--- config.mk ---
export PLATFORM = sky130hd
export DESIGN_NAME = register_serial_reader_flat
export DESIGN_NICKNAME = d
export VERILOG_FILES = /design/src/rtl/register_serial_reader_if.sv /design/src/rtl/register_serial_reader.sv /design/src/flat_wrapper.sv
export SDC_FILE = /design/constraint.sdc
export NUM_CORES = 1
export LEC_CHECK = 0
export BUFFER_PORTS_ARGS = -buffer_cell sky130_fd_sc_hd__buf_4
export CAP_MARGIN = 20
export CORE_MARGIN = 2
export CORE_UTILIZATION = 30
export CTS_CLUSTER_DIAMETER = 150
export DETAILED_ROUTE_END_ITERATION = 10
export GPL_TIMING_DRIVEN = 1
export PLACE_DENSITY = 0.5
export REMOVE_ABC_BUFFERS = 1
export SLEW_MARGIN = 20
export SYNTH_ARGS = -nofsm -noshare
export SYNTH_HDL_FRONTEND = slang
export SYNTH_SLANG_ARGS = --single-unit
--- constraint.sdc ---
create_clock -name clk -period 1.7 [get_ports clk]
set_input_delay 0.34 -clock clk [delete_from_list [all_inputs] [get_ports clk]]
set_output_delay 0.34 -clock clk [all_outputs]
set_load 0.01 [all_outputs]
--- src/rtl/register_serial_reader_if.sv ---
// Load/stream handshake bundle for register_serial_reader.
// master drives loads and bit_ready; slave is the serializer.
interface register_serial_reader_if #(
    parameter int unsigned n = 32
);
    logic         ld_valid;
    logic [n-1:0] ld_data;
    logic         ld_ready;
    logic         bit_valid;
    logic         bit_data;
    logic         bit_last;
    logic         bit_ready;
    logic         busy;
    logic         done;

    modport master (
        output ld_valid, ld_data, bit_ready,
        input  ld_ready, bit_valid, bit_data, bit_last, busy, done
    );

    modport slave (
        input  ld_valid, ld_data, bit_ready,
        output ld_ready, bit_valid, bit_data, bit_last, busy, done
    );
endinterface

--- src/rtl/register_serial_reader.sv ---
// Loads an n-bit word over valid/ready and streams it out LSB first, one bit per handshake.
// Define REGISTER_SERIAL_READER_PARITY_EN to append an even-parity bit after the data bits.
module register_serial_reader #(
    parameter int unsigned n = 32
) (
    input  logic                   clk,
    input  logic                   reset,
    register_serial_reader_if.slave bus
);
    localparam int unsigned   CW   = $clog2(n);
    localparam logic [CW-1:0] LAST = CW'(n - 1);

`ifdef REGISTER_SERIAL_READER_PARITY_EN
    typedef enum logic [1:0] {IDLE = 2'd0, SHIFT = 2'd1, PARITY = 2'd2} state_t;
`else
    typedef enum logic {IDLE = 1'b0, SHIFT = 1'b1} state_t;
`endif

    state_t        state, state_nxt;
    logic [n-1:0]  shreg;
    logic [CW-1:0] cnt;
    logic          done_q;
    logic          valid;
    logic          xfer;
    logic          last_data;
    logic          load;
    logic          finish;
`ifdef REGISTER_SERIAL_READER_PARITY_EN
    logic          par_q;
`endif

    assign valid     = (state != IDLE);
    assign xfer      = valid && bus.bit_ready;
    assign last_data = (state == SHIFT) && (cnt == LAST);
    assign load      = bus.ld_valid && bus.ld_ready;

`ifdef REGISTER_SERIAL_READER_PARITY_EN
    assign finish = xfer && (state == PARITY);
`else
    assign finish = xfer && last_data;
`endif

    always_comb begin
        state_nxt = state;
        case (state)
            IDLE:    if (load) state_nxt = SHIFT;
`ifdef REGISTER_SERIAL_READER_PARITY_EN
            SHIFT:   if (xfer && last_data) state_nxt = PARITY;
            PARITY:  if (xfer) state_nxt = IDLE;
`else
            SHIFT:   if (xfer && last_data) state_nxt = IDLE;
`endif
            default: state_nxt = IDLE;
        endcase
    end

    always_ff @(posedge clk) begin
        if (reset) begin
            state  <= IDLE;
            shreg  <= '0;
            cnt    <= '0;
            done_q <= 1'b0;
`ifdef REGISTER_SERIAL_READER_PARITY_EN
            par_q  <= 1'b0;
`endif
        end else begin
            state  <= state_nxt;
            done_q <= finish;
            if (load) begin
                shreg <= bus.ld_data;
                cnt   <= '0;
`ifdef REGISTER_SERIAL_READER_PARITY_EN
                par_q <= ^bus.ld_data;
`endif
            end else if (xfer && (state == SHIFT)) begin
                shreg <= shreg >> 1;
                cnt   <= cnt + 1'b1;
            end
        end
    end

    // ld_ready is the only output allowed to see reset combinationally.
    assign bus.ld_ready  = (state == IDLE) && !reset;
    assign bus.bit_valid = valid;
    assign bus.busy      = valid;
    assign bus.done      = done_q;
`ifdef REGISTER_SERIAL_READER_PARITY_EN
    assign bus.bit_data  = (state == PARITY) ? par_q : ((state == SHIFT) && shreg[0]);
    assign bus.bit_last  = (state == PARITY);
`else
    assign bus.bit_data  = (state == SHIFT) && shreg[0];
    assign bus.bit_last  = last_data;
`endif
endmodule
--- src/flat_wrapper.sv ---
// flat-port wrapper written by rule: the top's interface ports become plain ports
module register_serial_reader_flat 
#(
    parameter int unsigned n = 32
)
  (clk, reset, bus_ld_valid, bus_ld_data, bus_bit_ready, bus_ld_ready, bus_bit_valid, bus_bit_data, bus_bit_last, bus_busy, bus_done);
  register_serial_reader_if #(.n(n)) bus_i ();
  input  logic clk;
  input  logic reset;
  input wire logic [$bits(bus_i.ld_valid)-1:0] bus_ld_valid;
  input wire logic [$bits(bus_i.ld_data)-1:0] bus_ld_data;
  input wire logic [$bits(bus_i.bit_ready)-1:0] bus_bit_ready;
  output wire logic [$bits(bus_i.ld_ready)-1:0] bus_ld_ready;
  output wire logic [$bits(bus_i.bit_valid)-1:0] bus_bit_valid;
  output wire logic [$bits(bus_i.bit_data)-1:0] bus_bit_data;
  output wire logic [$bits(bus_i.bit_last)-1:0] bus_bit_last;
  output wire logic [$bits(bus_i.busy)-1:0] bus_busy;
  output wire logic [$bits(bus_i.done)-1:0] bus_done;
  assign bus_i.ld_valid = bus_ld_valid;
  assign bus_i.ld_data = bus_ld_data;
  assign bus_i.bit_ready = bus_bit_ready;
  assign bus_ld_ready = bus_i.ld_ready;
  assign bus_bit_valid = bus_i.bit_valid;
  assign bus_bit_data = bus_i.bit_data;
  assign bus_bit_last = bus_i.bit_last;
  assign bus_busy = bus_i.busy;
  assign bus_done = bus_i.done;
  register_serial_reader #(.n(n)) u_core (.clk(clk), .reset(reset), .bus(bus_i));
endmodule
==> metrics.cfg, run 1 <==
[logic_synthesis]
postSynth.asyncResetShare_pct=0
synthesis.instances=215
synth-edff-count=0
synth.most_common_cell=sky130_fd_sc_hd__nand2_1
synth_top_cells_by_count=sky130_fd_sc_hd__nand2_1, sky130_fd_sc_hd__dfxtp_1, sky130_fd_sc_hd__nor2_1
ys_seq_elements=39
synth_top_cell_by_area=sky130_fd_sc_hd__dfxtp_1
area_share_of_the_leading_cell_type_in_the_synthesized_netlist_pct=40.7
synthesis.area_per_instance_um2=8.93
synth_seq_area_share_pct=40.7
synth_cell_type_count=22
post_synth_instance_area_um2=1920
post_synth_main_area_contributors=sky130_fd_sc_hd__dfxtp_1, sky130_fd_sc_hd__a311oi_2, sky130_fd_sc_hd__nand2_1, sky130_fd_sc_hd__nor2_1, sky130_fd_sc_hd__buf_6
ys.warnings.count=0
ys_dominant_reg_cell=sky130_fd_sc_hd__dfxtp_1

[placed_design]
place.port_buffers=41
dpl.hpwl_um=2690
globalplace.congestion=0.677

[pwr]
power-per-cell-area_nw_per_um2=811
power.total_mw=1.97
clkPwrFrac_pct=34.1
seq_pwr_share_pct=50.6
power.net_switching_uw=482
ir_drop_mv=0.290
internal-power_mw=1.49
combinationalPowerShare_pct=15.2
power_leakage_nw=0.879
sw_frac_of_total_pct=24.5

[sta]
unrepaired_setup_endpoints_after_global_routing=true
final.min_clock_period_ns=1.67
timing.final.max_slew_violations=0
whs_ns=0.261
setup_viol=0
worst_slew_pin_slew_ns=0.444
max_freq_mhz=597
finalHoldViolCount=0
clock_skew_ns=0.00608
maxSlewHeadroom_pct=70.4
final.period_utilization_pct=98.5

[detailed_routing]
routed_wire_length_per_instance_um=12.7
drt_pre_antenna_iters=4
drc=0
routed-via-count=1594
drtAntennaViolNets=0
totalWireLength_um=4190
drt-vias-per-instance=4.82
starting_drt_drc_count=83

[worst_setup_path]
largest_delay_contributor_family_on_the_critical_path=flip-flops
maximum_fanout_along_the_worst_path=2
worst-r2r-setup-slack_ns=0.20
cp.required_ns=1.36
critical-path-max-stage-delay_ns=0.34
cp-end-kind=output port
critical_path_buffers_and_inverters=1
worstSetupPathType=register to output port
worst_ep_arrival_time_ns=1.33
crit_top_cell=sky130_fd_sc_hd__ha_4
start_kind=register
cp_slowest_cell=sky130_fd_sc_hd__dfxtp_2
critical_path_cell_sequence=ha_4 -> and3_4 -> ha_4 -> and2_4 -> buf_6

[global_routing]
globalRoute.totalOverflow=0
first_pass_grt_wire_length_um=7220
grt_util_met2_pct=19.6
grt_max_degree=64
gr-usage-met3_pct=3.26
grt_pass1_vias=1589
grt.busiest_layer=met2
initial_antenna_violation_count=0
met1_usage_pct=16.7
track_usage_pct=12.2

[clock_tree]
clkLatencyLatePin_ns=0.28
clk_transition_reported_paths_ns=0.07
clockRootBuffer=sky130_fd_sc_hd__clkbuf_8
post_cts_hold_buffer_count=0
cts_inserted_buffers=5
cts_tree=yes
clockBufferDepth=2
clock_tree.htree_level_count=2
clock_sinks=39

[flow_run]
cap_violations=0

[finish]
syn_to_final_growth_pct=26.6
ant_cells=0
final_net_count=291
drive_above_1_share_pct=37.8

[die]
die_area_um2=7060
die_width_um=84.0
top_level_ports=42
die_y_um=84.0
row_count=29
starting_utilization_of_the_core_area_pct=30.6
core_um2=6280

[worst_hold_path]
hold_path.class=input port to register

[run_status]
run_status=complete, no violations

-- cells by family (layout without fill, tap and decap cells) --
group | after synthesis | after routing | synth area share [%]
xor gates and xnor gates | 2 | 2 | 0.912
and+or+nand+nor | 115 | 115 | 24.3
adders and majority gates | 2 | 2 | 1.30
AOI/OAI and AO/OA | 37 | 37 | 25.9
DFF | 39 | 39 | 40.7
buffers and inverters | 20 | 59 | 6.91
-- flip-flops by register name, indices dropped and copies added (netlist names) --
register / flops
u_core.shreg: 32
u_core.bus.bit_valid: 1
u_core.cnt: 5
u_core.bus.done: 1
-- what timing repair did --
item | CTS | global route
endpoints found under the hold margin | 0 | 0
buffers inserted | 3 | 0
setup endpoints to repair | 1 | 1
pin swaps | 4 | 2
resized for setup | 8 | 1
-- metrics by stage --
stage                     cell area, µm²  util, %  setup slack, ns  cells  setup TNS [ns]
after global routing                2430     38.7          -0.0206    331         -0.0206
final                               2430     38.7           0.0262    331               0
after global placement              2270     36.2            0.170    320               0
after detailed placement            2270     36.2            0.149    320               0
after floorplan                     1790        -           -0.797    195          -25.51
after CTS                           2420     38.6         0.000708    331               0
-- metal layers --
layer  vias up  wire length, µm
met5         -                0
met4         0               14
li1        812                -
met3         2              179
met1       749             2120
met2        31             1870
-- layout by cell type (no fill, tap or decap) --
| cell type | count |
|---|---|
| sky130_fd_sc_hd__nand3_1 | 3 |
| sky130_fd_sc_hd__buf_12 | 2 |
| sky130_fd_sc_hd__dfxtp_1 | 37 |
| sky130_fd_sc_hd__nand2_1 | 67 |
| sky130_fd_sc_hd__ha_4 | 2 |
| sky130_fd_sc_hd__nor2_1 | 35 |
| sky130_fd_sc_hd__a211oi_1 | 1 |
| sky130_fd_sc_hd__clkbuf_1 | 1 |
| sky130_fd_sc_hd__and3_4 | 1 |
| sky130_fd_sc_hd__nand2b_1 | 2 |
| sky130_fd_sc_hd__a21oi_1 | 4 |
| sky130_fd_sc_hd__dfxtp_2 | 2 |
| sky130_fd_sc_hd__clkbuf_8 | 7 |
| sky130_fd_sc_hd__or3b_1 | 1 |
| sky130_fd_sc_hd__and2_1 | 2 |
| sky130_fd_sc_hd__buf_6 | 1 |
| sky130_fd_sc_hd__nor3b_1 | 1 |
| sky130_fd_sc_hd__or3b_2 | 1 |
| sky130_fd_sc_hd__a311oi_2 | 31 |
| sky130_fd_sc_hd__and2_4 | 1 |
| sky130_fd_sc_hd__o21ai_0 | 1 |
| sky130_fd_sc_hd__xnor2_1 | 1 |
| sky130_fd_sc_hd__xor2_1 | 1 |
| sky130_fd_sc_hd__buf_4 | 48 |
| sky130_fd_sc_hd__or3_1 | 1 |
-- final cells by class --
cell class / instances / area, µm²
Fill cell: 664 / 3850
Timing Repair Buffer: 51 / 412
Clock buffer: 8 / 100
Multi-Input combinational cell: 156 / 1040
Sequential cell: 39 / 783
Tap cell: 77 / 96.3
-- power groups by stage --
stage               sequential [mW]  combinational (mW)  clock [mW]
floorplan                      1.01               0.157           0
finish                        0.998               0.300       0.673
detailed placement             1.02               0.302           0
CTS                           0.997               0.305       0.700
global placement               1.02               0.301           0
global route                   1.01               0.332       0.734
-- path summary, 6_finish.rpt --
check                                  startpoint                         endpoint  cells past startpoint
hold reg to reg     u_core.shreg[31]$_SDFFE_PP0P_    u_core.shreg[31]$_SDFFE_PP0P_                      2
setup / recovery       u_core.cnt[0]$_SDFFE_PP0P_                     bus_bit_last                      5
hold / removal                      bus_bit_ready  u_core.bus.bit_valid$_SDFF_PP0_                      2
setup reg to reg  u_core.bus.bit_valid$_SDFF_PP0_    u_core.shreg[17]$_SDFFE_PP0P_                      4
Note: power is estimated with default switching activity, not from simulation.
==> run 2: changes to the inputs <==
--- a/config.mk
+++ b/config.mk
@@ -9,6 +9,7 @@
 export CAP_MARGIN = 20
 export CORE_MARGIN = 2
 export CORE_UTILIZATION = 30
+export CTS_BUF_LIST = sky130_fd_sc_hd__clkbuf_4 sky130_fd_sc_hd__clkbuf_8
 export CTS_CLUSTER_DIAMETER = 150
 export DETAILED_ROUTE_END_ITERATION = 10
 export GPL_TIMING_DRIVEN = 1
==> run 2 against run 1 <==
Net effect: total power increased by 0.92%; via count unchanged; register-to-register slack about the same; worst setup slack about the same; global-route usage about the same; maximum frequency about the same; largest cell class unchanged; largest power group unchanged.
==> metrics.cfg, run 2 (synthesis results as in run 1) <==
[clock_tree]
clock_tree.htree_level_count=2  ; unchanged
clockRootBuffer=sky130_fd_sc_hd__clkbuf_8
clkLatencyLatePin_ns=0.28  ; about the same
clock_sinks=39  ; unchanged
cts_inserted_buffers=5  ; unchanged
cts_tree=yes
clk_transition_reported_paths_ns=0.07  ; about the same
post_cts_hold_buffer_count=0  ; unchanged
clockBufferDepth=2  ; unchanged

[global_routing]
grt_max_degree=64  ; unchanged
globalRoute.totalOverflow=0  ; unchanged
grt_pass1_vias=1595  ; +0.38%
first_pass_grt_wire_length_um=7240  ; +0.19%
initial_antenna_violation_count=0  ; unchanged
track_usage_pct=12.2  ; -0.021 points

[worst_setup_path]
worstSetupPathType=register to output port
critical_path.reg2reg.endpoint=u_core.shreg[13]$_SDFFE_PP0P_
maximum_fanout_along_the_worst_path=2  ; unchanged
worst_ep_arrival_time_ns=1.33  ; about the same
worst-r2r-setup-slack_ns=0.20  ; about the same
cp-end-kind=output port
start_kind=register
timing.rr.start=u_core.bus.bit_valid$_SDFF_PP0_
reg2reg_depth=4  ; unchanged
cp.required_ns=1.36  ; about the same

[detailed_routing]
drt_pre_antenna_iters=4  ; unchanged
wire_length_on_met3_um=181  ; +1.1%
drc=0  ; unchanged
routed_wire_length_per_instance_um=12.7  ; +0.50%
route.layer.met1.wl_um=2110  ; -0.42%
totalWireLength_um=4210  ; +0.50%
route.top_layer_used=met4
met2WireLength_um=1900  ; +1.5%
drtAntennaViolNets=0  ; unchanged
routed-via-count=1594  ; unchanged
drt-vias-per-instance=4.82  ; unchanged
starting_drt_drc_count=75  ; -9.6%

[die]
die_width_um=84.0  ; unchanged
core_um2=6280  ; unchanged
row_count=29  ; unchanged
starting_utilization_of_the_core_area_pct=30.6  ; unchanged
die_area_um2=7060  ; unchanged
top_level_ports=42  ; unchanged
die_y_um=84.0  ; unchanged

[worst_hold_path]
worst_hold_startpoint=bus_bit_ready
hold_depth=2  ; unchanged
hold_path.class=input port to register
whs_endpoint=u_core.bus.bit_valid$_SDFF_PP0_

[finish]
sequential_cell_area_um2=783  ; unchanged
fillerInstances=663  ; -0.15%
drive_above_1_share_pct=38.2  ; +0.39 points
final_net_count=291  ; unchanged
layout_common_cells=sky130_fd_sc_hd__nand2_1, sky130_fd_sc_hd__buf_4, sky130_fd_sc_hd__dfxtp_1
largest_register_ff_count=32  ; unchanged
syn_to_final_growth_pct=26.8
multi_input_comb_area_um2=1040  ; unchanged
reg_top3=u_core.shreg x32, u_core.cnt x5
top_register=u_core.shreg
final_cell_count_no_fill=331  ; unchanged
layout_commonest_cell=sky130_fd_sc_hd__nand2_1
ant_cells=0  ; unchanged

[pwr]
power_leakage_nw=0.882  ; +0.39%
ir_drop_mv=0.291  ; +0.39%
power-per-cell-area_nw_per_um2=817  ; +0.76%

[sta]
timing.final.max_slew_violations=0  ; unchanged
final.period_utilization_pct=98.5  ; about the same
finalHoldViolCount=0  ; unchanged
worst_slew_pin_slew_ns=0.448  ; +0.00360 ns
clock_skew_ns=0.00578  ; -0.000297 ns
setup_tns_ns=0  ; unchanged
final.min_clock_period_ns=1.67  ; +0.000332 ns
unrepaired_setup_endpoints_after_global_routing=true
max_freq_mhz=597  ; about the same
maxSlewHeadroom_pct=70.1  ; -0.24 points
setup_viol=0  ; unchanged

[flow_run]
cap_violations=0  ; unchanged

[placed_design]
place.port_buffers=41  ; unchanged
dpl.hpwl_um=2690  ; unchanged
globalplace.congestion=0.677  ; unchanged
dpl.cell_count=320  ; unchanged

[run_status]
run_status=complete, no violations

## run 2: cell counts in the layout (fill, tap and decap cells not counted)
No cell type changed its count.
## run 2: metrics by stage
step	worst slack [ns]	hold slack (ns)	utilization [%]	power, mW	cell area, µm²
after floorplan	-0.797	0.408	-	1.17	1790
after global placement	0.170	0.456	36.2	1.32	2270
after detailed placement	0.149	0.458	36.2	1.32	2270
after CTS	0.000708	0.252	38.6	2.02	2420
after global routing	-0.0206	0.263	38.8	2.08	2430
final	0.0259	0.261	38.8	1.99	2430
## run 2: what timing repair did
| item | CTS | global route |
|---|---|---|
| pin swaps | 4 | 2 |
| gates resized for setup | 8 | 1 |
| endpoints found under the setup margin | 1 | 1 |
| hold endpoints to repair | 0 | 0 |
| setup buffers | 3 | 0 |
## run 2: final cells by class
| type | count | area share (%) |
|---|---|---|
| Clock buffer | 8 | 4.27 |
| Tap cell | 77 | 3.96 |
| Multi-Input combinational cell | 156 | 42.7 |
| Sequential cell | 39 | 32.2 |
| Timing Repair Buffer | 51 | 16.9 |
## run 2: how the worst max path moves through the flow
stage | startpoint | end | cells after the start
2_1_floorplan | u_core.bus.bit_valid$_SDFF_PP0_ | u_core.shreg[0]$_SDFFE_PP0P_ | 3
3_3_place_gp | reset | u_core.shreg[26]$_SDFFE_PP0P_ | 5
3_5_place_dp | reset | u_core.shreg[17]$_SDFFE_PP0P_ | 5
4_1_cts | u_core.cnt[1]$_SDFFE_PP0P_ | bus_bit_last | 5
5_1_grt | u_core.cnt[0]$_SDFFE_PP0P_ | bus_bit_last | 5
6_report | u_core.cnt[0]$_SDFFE_PP0P_ | bus_bit_last | 5
## run 2: routing by layer
metal  track usage, %  up-vias
met5                0        -
met2             19.7       32
li1                 -      813
met4             2.20        0
met3             3.26        2
met1             16.6      747
## run 2: power breakdown
group | internal, mW | total, mW | switching [mW]
clock | 0.386 | 0.690 | 0.304
sequential | 0.969 | 0.999 | 0.0296
combinational | 0.150 | 0.301 | 0.151
total | 1.50 | 1.99 | 0.484
## run 2: worst max-delay path, cell delays in order (launching register included)
cell and delay (ns):
sky130_fd_sc_hd__dfxtp_2 0.34, sky130_fd_sc_hd__ha_4 0.16, sky130_fd_sc_hd__and3_4 0.17, sky130_fd_sc_hd__ha_4 0.15, sky130_fd_sc_hd__and2_4 0.13, sky130_fd_sc_hd__buf_6 0.11
